File: src/rtl/execute_stage.sv
// Execute stage: single-cycle ALU plus a 32-step shift-add multiplier that stalls
// upstream and emits bubbles until the product is ready.
module execute_stage #(
  parameter int WIDTH    = 32,
  parameter int REG_BITS = 5
) (
  input  logic                clk,
  input  logic                resetN,
  input  logic                validIn,
  input  logic [3:0]          aluOp,
  input  logic                aluSrc,
  input  logic [WIDTH-1:0]    operandA,
  input  logic [WIDTH-1:0]    operandB,
  input  logic [WIDTH-1:0]    immediate,
  input  logic [1:0]          writeBackControlIn,
  input  logic [1:0]          memAccessControlIn,
  input  logic [REG_BITS-1:0] rdIn,
  output logic                stall,
  output logic [1:0]          writeBackControlOut,
  output logic [1:0]          memAccessControlOut,
  output logic [WIDTH-1:0]    result,
  output logic [WIDTH-1:0]    writeData,
  output logic [REG_BITS-1:0] rdOut,
  output logic                zero
);

  // state | meaning
  // IDLE  | single-cycle ops; a presented MUL latches its operands here
  // RUN   | one shift-add step per edge, 32 steps, bubbles out
  // DONE  | product ready, held MUL instruction retires at this edge
  localparam logic [1:0] S_IDLE = 2'd0;
  localparam logic [1:0] S_RUN  = 2'd1;
  localparam logic [1:0] S_DONE = 2'd2;
  localparam logic [3:0] OP_MUL = 4'd10;

  logic [1:0]          state_q, state_d;
  logic [WIDTH-1:0]    acc_q, acc_d, mcand_q, mcand_d, mplier_q, mplier_d;
  logic [4:0]          count_q, count_d;
  logic [1:0]          wb_q, wb_d, mem_q, mem_d;
  logic [WIDTH-1:0]    result_q, result_d, wdata_q, wdata_d;
  logic [REG_BITS-1:0] rd_q, rd_d;
  logic                zero_q, zero_d;

  logic [WIDTH-1:0]    src_b, alu_res;
  logic [4:0]          shamt;
  logic                is_mul;

  assign src_b  = aluSrc ? immediate : operandB;
  assign shamt  = src_b[4:0];
  assign is_mul = (aluOp == OP_MUL);
  assign stall  = (state_q == S_RUN) || ((state_q == S_IDLE) && validIn && is_mul);

  always_comb begin
    alu_res = '0;
    case (aluOp)
      4'd0: alu_res = operandA + src_b;
      4'd1: alu_res = operandA - src_b;
      4'd2: alu_res = operandA & src_b;
      4'd3: alu_res = operandA | src_b;
      4'd4: alu_res = operandA ^ src_b;
      4'd5: alu_res = ~(operandA | src_b);
      4'd6: alu_res = {{(WIDTH-1){1'b0}}, ($signed(operandA) < $signed(src_b))};
      4'd7: alu_res = operandA << shamt;
      4'd8: alu_res = operandA >> shamt;
      4'd9: alu_res = WIDTH'($signed(operandA) >>> shamt);
      default: alu_res = '0;
    endcase
  end

  always_comb begin
    state_d  = state_q;
    acc_d    = acc_q;
    mcand_d  = mcand_q;
    mplier_d = mplier_q;
    count_d  = count_q;
    // Bubble unless an instruction retires this edge
    wb_d     = '0;
    mem_d    = '0;
    result_d = '0;
    wdata_d  = '0;
    rd_d     = '0;
    zero_d   = 1'b1;
    case (state_q)
      S_IDLE: begin
        if (validIn && is_mul) begin
          mcand_d  = operandA;
          mplier_d = src_b;
          acc_d    = '0;
          count_d  = '0;
          state_d  = S_RUN;
        end else if (validIn) begin
          wb_d     = writeBackControlIn;
          mem_d    = memAccessControlIn;
          result_d = alu_res;
          wdata_d  = operandB;
          rd_d     = rdIn;
          zero_d   = (alu_res == '0);
        end
      end
      S_RUN: begin
        if (mplier_q[0]) acc_d = acc_q + mcand_q;
        mcand_d  = mcand_q << 1;
        mplier_d = mplier_q >> 1;
        count_d  = count_q + 5'd1;
        if (count_q == 5'd31) state_d = S_DONE;
      end
      S_DONE: begin
        wb_d     = writeBackControlIn;
        mem_d    = memAccessControlIn;
        result_d = acc_q;
        wdata_d  = operandB;
        rd_d     = rdIn;
        zero_d   = (acc_q == '0);
        state_d  = S_IDLE;
      end
      default: state_d = S_IDLE;
    endcase
  end

  always_ff @(posedge clk or negedge resetN) begin
    if (!resetN) begin
      state_q  <= S_IDLE;
      acc_q    <= '0;
      mcand_q  <= '0;
      mplier_q <= '0;
      count_q  <= '0;
      wb_q     <= '0;
      mem_q    <= '0;
      result_q <= '0;
      wdata_q  <= '0;
      rd_q     <= '0;
      zero_q   <= 1'b0;
    end else begin
      state_q  <= state_d;
      acc_q    <= acc_d;
      mcand_q  <= mcand_d;
      mplier_q <= mplier_d;
      count_q  <= count_d;
      wb_q     <= wb_d;
      mem_q    <= mem_d;
      result_q <= result_d;
      wdata_q  <= wdata_d;
      rd_q     <= rd_d;
      zero_q   <= zero_d;
    end
  end

  assign writeBackControlOut = wb_q;
  assign memAccessControlOut = mem_q;
  assign result              = result_q;
  assign writeData           = wdata_q;
  assign rdOut               = rd_q;
  assign zero                = zero_q;

endmodule

File: config.mk
export PLATFORM = sky130hd
export DESIGN_NAME = execute_stage
export DESIGN_NICKNAME = d
export VERILOG_FILES = /design/src/rtl/execute_stage.sv
export SDC_FILE = /design/constraint.sdc
export NUM_CORES = 1
export LEC_CHECK = 0
export CAP_MARGIN = 40
export CORE_ASPECT_RATIO = 1.75
export CORE_UTILIZATION = 50
export CTS_CLUSTER_SIZE = 24
export DETAILED_ROUTE_END_ITERATION = 7
export GPL_TIMING_DRIVEN = 0
export PLACE_DENSITY = 0.7
export SLEW_MARGIN = 20
export SYNTH_ARGS = -nofsm -noshare
export SYNTH_HDL_FRONTEND = slang
export SYNTH_SLANG_ARGS = --single-unit
File: constraint.sdc
create_clock -name clk -period 9.9 [get_ports clk]
set_input_delay 1.98 -clock clk [delete_from_list [all_inputs] [get_ports clk]]
set_output_delay 1.98 -clock clk [all_outputs]
set_load 0.02 [all_outputs]
==> metrics list, run 1 <==
* Result of the run: aborted with a tool error
- It got as far as 5_1_grt and failed there.
- Err: [ERROR GRT-0116] Global routing finished with congestion. Check the congestion regions in the DRC Viewer.
* Number of placed cells counting well taps: 3047
- For this run, the register share of the synthesized area comes to 24.3%.
* Maximum clock insertion buffer count: 2
* Cell type with the largest total area after synthesis: sky130_fd_sc_hd__dfrtp_1
- Starting density of the core: roughly half
* Post-synthesis instance total: ~2400
* Port buffer count: approximately 190
- Via count of the first global-routing pass: around 24000
- Die height: 255 um
- Most used flip-flop cell after synthesis: sky130_fd_sc_hd__dfrtp_1
- Mapped Avg Cell Area: between 7 and 8 um^2
* H-tree depth reported by CTS: 4
* Post-DP HPWL: ~82000 um
- Compound-Gate Fraction of Synth Area: 27.6%
- The synthesized design contains ~180 register bits.
- Simple-gate area share of the yosys netlist: between 20% and 30%
- Proportion of register bits with asynchronous set or reset after synthesis: 100%
* Maximum number of pins on one net before global-route repair: 104
* Synthesized-area fraction occupied by xor and xnor cells: between 1.5 and 2%
- Worst slack at placement: -0.0869 ns
- Count of flip-flops with a built-in enable after synthesis: 0
- Summed over its instances, the top area cell type makes up ~24% of the synthesized netlist area.
- First-pass GRT wire length: 170000 um
- Total of hold buffers inserted after clock tree synthesis: 0
- Remaining global-route overflow: 82
* Final weighted congestion of routability-driven global placement: between 1 and 1.5
* Post-CTS setup-driven buffer insertion count: 0
- Yosys printed 0 warnings.
* Library cell used as clock root buffer: sky130_fd_sc_hd__clkbuf_16
- In this run the core area contains 92 standard-cell rows.
* Count of different cell masters after synthesis: 86
- Measured against the total synthesized area, the mux share comes to between 10% and 20%.
* Number of buffers created by CTS: 17
- Main combinational cell family by area after synthesis: compound AO/OA/AOI/OAI gates
- Adder and majority gate portion of the synthesized area: under 10%
- Width of the die: 146 um
- Clock sinks: ~180
- Netlist area before placement: between 15000 and 20000 um^2
- In this run the count of I/O pins placed on the die edge is between 150 and 200.
* Global router's overall resource usage: 62.7%
- In this run, post-CTS repair resized a total of 0 instances.
* Post-Synthesis Net Count: roughly 2600
- Main area contributors after synthesis: sky130_fd_sc_hd__dfrtp_1, sky130_fd_sc_hd__ha_1, sky130_fd_sc_hd__mux2i_1
## cells by family after synthesis
| logic type | after synthesis |
|---|---|
| compound gates | 761 |
| mux | 149 |
| buf+inv | 271 |
| fa+ha+maj | 136 |
| flops | 177 |
| simple gates | 830 |
| xor+xnor | 36 |
## routing by layer
| layer | overflow | GRT usage, % |
|---|---|---|
| met5 | 0 | 10.1 |
| met4 | 38 | 65.7 |
| met3 | 0 | 36.5 |
| met2 | 43 | 87.2 |
| met1 | 1 | 62.1 |
## cells in the mapped netlist, types with 13 or more instances
cell                        number
sky130_fd_sc_hd__xnor2_1        21
sky130_fd_sc_hd__o21a_1         13
sky130_fd_sc_hd__nand2_1       289
sky130_fd_sc_hd__o2111ai_1      14
sky130_fd_sc_hd__clkbuf_1      120
sky130_fd_sc_hd__and3_1         14
sky130_fd_sc_hd__a22o_1         27
sky130_fd_sc_hd__nor2_1        224
sky130_fd_sc_hd__nand4_1        32
sky130_fd_sc_hd__a211oi_1       32
sky130_fd_sc_hd__o211ai_1       25
sky130_fd_sc_hd__o221ai_1       14
sky130_fd_sc_hd__o21ai_0       176
sky130_fd_sc_hd__buf_2          20
sky130_fd_sc_hd__o22ai_1        40
sky130_fd_sc_hd__nand2b_1       19
sky130_fd_sc_hd__o21bai_1       20
sky130_fd_sc_hd__nor4_1         28
sky130_fd_sc_hd__mux2i_1       110
sky130_fd_sc_hd__nand3_1        65
sky130_fd_sc_hd__a21oi_1       169
sky130_fd_sc_hd__and2_1         47
sky130_fd_sc_hd__nor3_1         46
sky130_fd_sc_hd__o31ai_1        13
sky130_fd_sc_hd__ha_1          133
sky130_fd_sc_hd__a21o_1         29
sky130_fd_sc_hd__dfrtp_1       177
sky130_fd_sc_hd__nor2b_1        22
sky130_fd_sc_hd__xor2_1         15
sky130_fd_sc_hd__a221oi_1       31
sky130_fd_sc_hd__inv_1         104
sky130_fd_sc_hd__a31oi_1        50
sky130_fd_sc_hd__mux4_2         24
sky130_fd_sc_hd__buf_1          18
## through the flow
| step | instance area, um^2 | hold slack, ns | setup TNS (ns) | utilization, % |
|---|---|---|---|---|
| 2_1_floorplan | 18300 | 0.449 | 0 | - |
| 3_3_place_gp | 20700 | 0.461 | -25.68 | 57.5 |
| 4_1_cts | 21600 | 0.485 | 0 | 59.9 |
| 3_5_place_dp | 21000 | 0.467 | -0.0869 | 58.3 |
==> inputs of run 2 (changes only) <==
--- a/config.mk
+++ b/config.mk
@@ -6,12 +6,10 @@
 export NUM_CORES = 1
 export LEC_CHECK = 0
 export CAP_MARGIN = 40
-export CORE_ASPECT_RATIO = 1.75
-export CORE_UTILIZATION = 50
-export CTS_CLUSTER_SIZE = 24
+export CORE_UTILIZATION = 35
 export DETAILED_ROUTE_END_ITERATION = 7
 export GPL_TIMING_DRIVEN = 0
-export PLACE_DENSITY = 0.7
+export PLACE_DENSITY_LB_ADDON = 0.15
 export SLEW_MARGIN = 20
 export SYNTH_ARGS = -nofsm -noshare
 export SYNTH_HDL_FRONTEND = slang
==> run 2 against run 1 <==
The run now ends clean. Synthesized cell count stayed put. Area after synthesis is the same.
==> metrics list, run 2 <==
- In the routed design, unresolved DRC markers number 0.
* Total via count in the routed design: 21500
- Per report_power, the combinational group accounts for approximately 57% of the total.
- Synth Register Bits: 177 (unchanged)
- In the global route stage, overall resource usage came out at 40.5%.
- Once routing completed, OpenROAD measured the worst setup slack at roughly 0.8 ns.
* Total of hold buffers inserted after clock tree synthesis: 0 (unchanged)
- Required time of the worst setup path: slightly above 10 ns
- Final critical-path share of the clock period: 92.1%
* Initial antenna violation count: 0
- The number of enable-type register cells in the synthesized netlist was 0 (unchanged).
- Hold violation total from the final report: 0
* Count of different cell masters after synthesis: 86 (unchanged)
- Worst hold margin: about 0.48 ns
* Library cell used as clock root buffer: sky130_fd_sc_hd__clkbuf_16 (unchanged)
- Final cell count without fillers: 3300
* Cell area after placement: 21300 um^2 (was 21000 um^2)
- After global routing the overflow that remains totals 0.
- Leaving out fill and tap cells, the most frequent cell in the layout is sky130_fd_sc_hd__nand2_1.
* Pleak: roughly 9.4 nW
- Compared with the post-synthesis result, the final layout area differs by 20.8%.
- The worst slack after detailed placement was 0.650 ns (was -0.0869 ns).
- In the final layout, flip-flops and latches occupy approximately 4400 um^2.
- Result of the run: finished clean (was aborted with a tool error)
- After detailed routing, the average wire length per cell comes to about 33 um.
* Capturing element type of the critical path: register
- Maximum clock insertion buffer count: 2 (unchanged)
- The starting utilization of the core area was 35.5% (was 50.7%).
- Warning count from the yosys run: 0 (unchanged)
- Critical Path Start Type: input port
* Final critical path time including I/O delays and setup: 9.11 ns
- Count of pins over their slew limit: 0
- The post-synthesis average cell area came to 7.73 um^2 (unchanged).
- The area share of the leading cell type in the synthesized netlist was 24.3% (unchanged).
- The gate count of the mapped netlist is 2360 (unchanged).
- Core area: between 50000 and 60000 um^2
- Post-DP HPWL: 87900 um (was 81800 um)
- Clock sinks: 177 (unchanged)
- Die height: 230 um (was 255 um)
- Main area contributors after synthesis: sky130_fd_sc_hd__dfrtp_1, sky130_fd_sc_hd__ha_1, sky130_fd_sc_hd__mux2i_1 (unchanged).
- Of the total power, the share spent switching nets is about half.
- The routability-driven placement congestion ratio came to 1.06 (was 1.24).
- The width of the die came to 230 um (was 146 um).
- Classification of the worst setup path: in -> reg
- The boundary pin count is 188 (unchanged).
* Most frequent cells after synthesis: sky130_fd_sc_hd__nand2_1, sky130_fd_sc_hd__nor2_1, sky130_fd_sc_hd__dfrtp_1 (unchanged)
- Total power draw: 4.33 mW
* Post-CTS setup-driven buffer insertion count: 0 (unchanged)
- The total CTS buffers came to 17 (unchanged).
- The net count after synthesis came to 2609 (unchanged).
- Clock skew: between 0.015 and 0.02 ns
- Netlist area before placement: 18300 um^2 (unchanged)
- Internal portion of total power: about 2.2 mW
- Routed via count divided by cell count: roughly 6.5
* Die outline area: roughly 53000 um^2
- First-pass GRT wire length: approximately 150000 um
- Number of placed cells counting well taps: 3257 (was 3047)
- Static timing analysis puts the maximum clock frequency at 110 MHz.
- Filler cells: 5321
* Number of search-and-repair iterations in the first detailed-routing pass: 6
* Worst setup startpoint: operandB[3]
- Power per unit of standard cell area: just under 200 nW/um^2
- Initial DRC Count: ~2700
- The total of cells resized after clock tree synthesis came to 0 (unchanged).
* Cell type with the largest total area after synthesis: sky130_fd_sc_hd__dfrtp_1 (unchanged)
* Post-DRT Antenna Nets: 0
- With fillers left out, the area of the finished cells amounts to roughly 22000 um^2.
- Worst min-delay path category: reg -> reg
* Reg power frac: 25.6%
- At the later pin of the worst-skew pair, clock insertion delay measures ~0.49 ns.
* Final count of negative-setup-slack endpoints: 0
* Maximum number of pins on one net before global-route repair: 91
* Data arrival time at the worst-slack endpoint: 9.51 ns
- Top library cells by usage in the layout, fill and taps aside: sky130_fd_sc_hd__nand2_1, sky130_fd_sc_hd__nor2_1, sky130_fd_sc_hd__clkdlybuf4s50_1
* Via count of the first global-routing pass: slightly above 20000
* Worst supply voltage drop on vdd: ~0.14 mV
- In this run the critical register-to-register path is launched from acc_q[1].
- Port buffer count: 186 (unchanged)
- The most used flip-flop cell after synthesis is sky130_fd_sc_hd__dfrtp_1 (unchanged).
* Count of max-cap constraint violations: 0
- Of all nets on the critical path, the largest fanout is 11.
* Layout cells sized above 1: under 10%
- Unrepaired setup endpoints after global routing: no
- The post-synthesis async set-or-reset flop share is 100% (unchanged).
- Worst-margin pin slew: about 1.1 ns
- Measured against its own limit, the worst slew margin works out to between 20% and 30%.
* DRT Wirelength: around 110000 um
- For this run, the post-layout net count is about 2900.
* Dominant cell by count in the synthesized netlist: sky130_fd_sc_hd__nand2_1 (unchanged)
- Power spent charging and discharging nets: 2.09 mW
- Clock slew at the register clock pins of the worst setup and hold paths: roughly 0.070 ns
- The clock network accounts for 17.2% of the total power.
- TritonCTS built the clock tree.
* Share of the yosys chip area belonging to registers: 24.3% (unchanged)
* H-tree depth reported by CTS: 4 (unchanged)
- Hold Startpoint: mplier_q[4]
- Number of placement rows: 83 (was 92)
- Area of combinational cells with multiple inputs: 12800 um^2
[run 2: cell type report]
type,count,share of cell area (%)
Multi-Input combinational cell,1912,58.0
Sequential cell,177,20.1
Timing Repair Buffer,226,10.3
Tap cell,680,3.86
Buffer,164,3.10
Clock buffer,19,2.01
Inverter,107,1.84
Clock inverter,12,0.783
Antenna cell,3,0.0341
[run 2: power groups by stage]
stage               clock, mW  sequential [mW]  combinational, mW
global placement            0             1.11               2.33
floorplan                   0             1.10               1.49
detailed placement          0             1.11               2.38
finish                  0.744             1.11               2.48
global route            0.778             1.13               2.65
CTS                     0.764             1.10               2.40
[run 2: logic make-up after synthesis]
kind of cell             share of synthesized area (%)
AND/OR/NAND/NOR                                   21.0
XOR/XNOR                                          1.73
flip-flops                                        24.3
buffers and inverters                             5.94
adder cells (fa/ha/maj)                           9.45
multiplexers                                      10.1
AO/OA/AOI/OAI                                     27.6
[run 2: per-stage QoR]
step / util, % / TNS (ns)
global placement: 40.8 / -110.61
CTS: 42.7 / 0
finish: 42.9 / 0
global route: 42.9 / 0
floorplan: - / 0
detailed placement: 41.5 / 0
[run 2: worst max-delay path, cell delays in order]
cell                              delay [ns]
sky130_fd_sc_hd__clkdlybuf4s50_1        0.46
sky130_fd_sc_hd__mux2i_1                0.28
sky130_fd_sc_hd__buf_4                  0.23
sky130_fd_sc_hd__clkbuf_1               0.67
sky130_fd_sc_hd__buf_2                  0.47
sky130_fd_sc_hd__buf_1                  0.69
sky130_fd_sc_hd__ha_1                   0.44
sky130_fd_sc_hd__a221oi_1               0.58
sky130_fd_sc_hd__o2111ai_1              0.36
sky130_fd_sc_hd__o2111ai_1              0.65
sky130_fd_sc_hd__a21oi_1                0.19
sky130_fd_sc_hd__a21oi_1                0.55
sky130_fd_sc_hd__nor3_1                 0.32
sky130_fd_sc_hd__or4_1                  0.57
sky130_fd_sc_hd__nor4_1                 0.27
sky130_fd_sc_hd__nand4_1                0.24
sky130_fd_sc_hd__nor4_1                 0.38
sky130_fd_sc_hd__o2bb2ai_1              0.15
[run 2: routing by layer]
layer	GRT usage [%]	up-vias	share of wire, %
met2	56.6	1385	40
met3	9.08	236	11
met1	56.9	10700	43
met5	0	-	0
met4	23.0	0	6.3
li1	-	9212	-
[run 2: worst paths after layout]
kind | endpoint | slack (ns) | depth (start not counted)
setup reg to reg | acc_q[31] | 5.61 | 13
max in group asynchronous | writeData[17] | 7.44 | 2
min in group asynchronous | acc_q[27] | 1.48 | 1
hold / removal | mplier_q[3] | 0.48 | 2
setup / recovery | zero | 0.79 | 18
hold reg to reg | mplier_q[3] | 0.48 | 2
(Power assumes the default switching activity.)
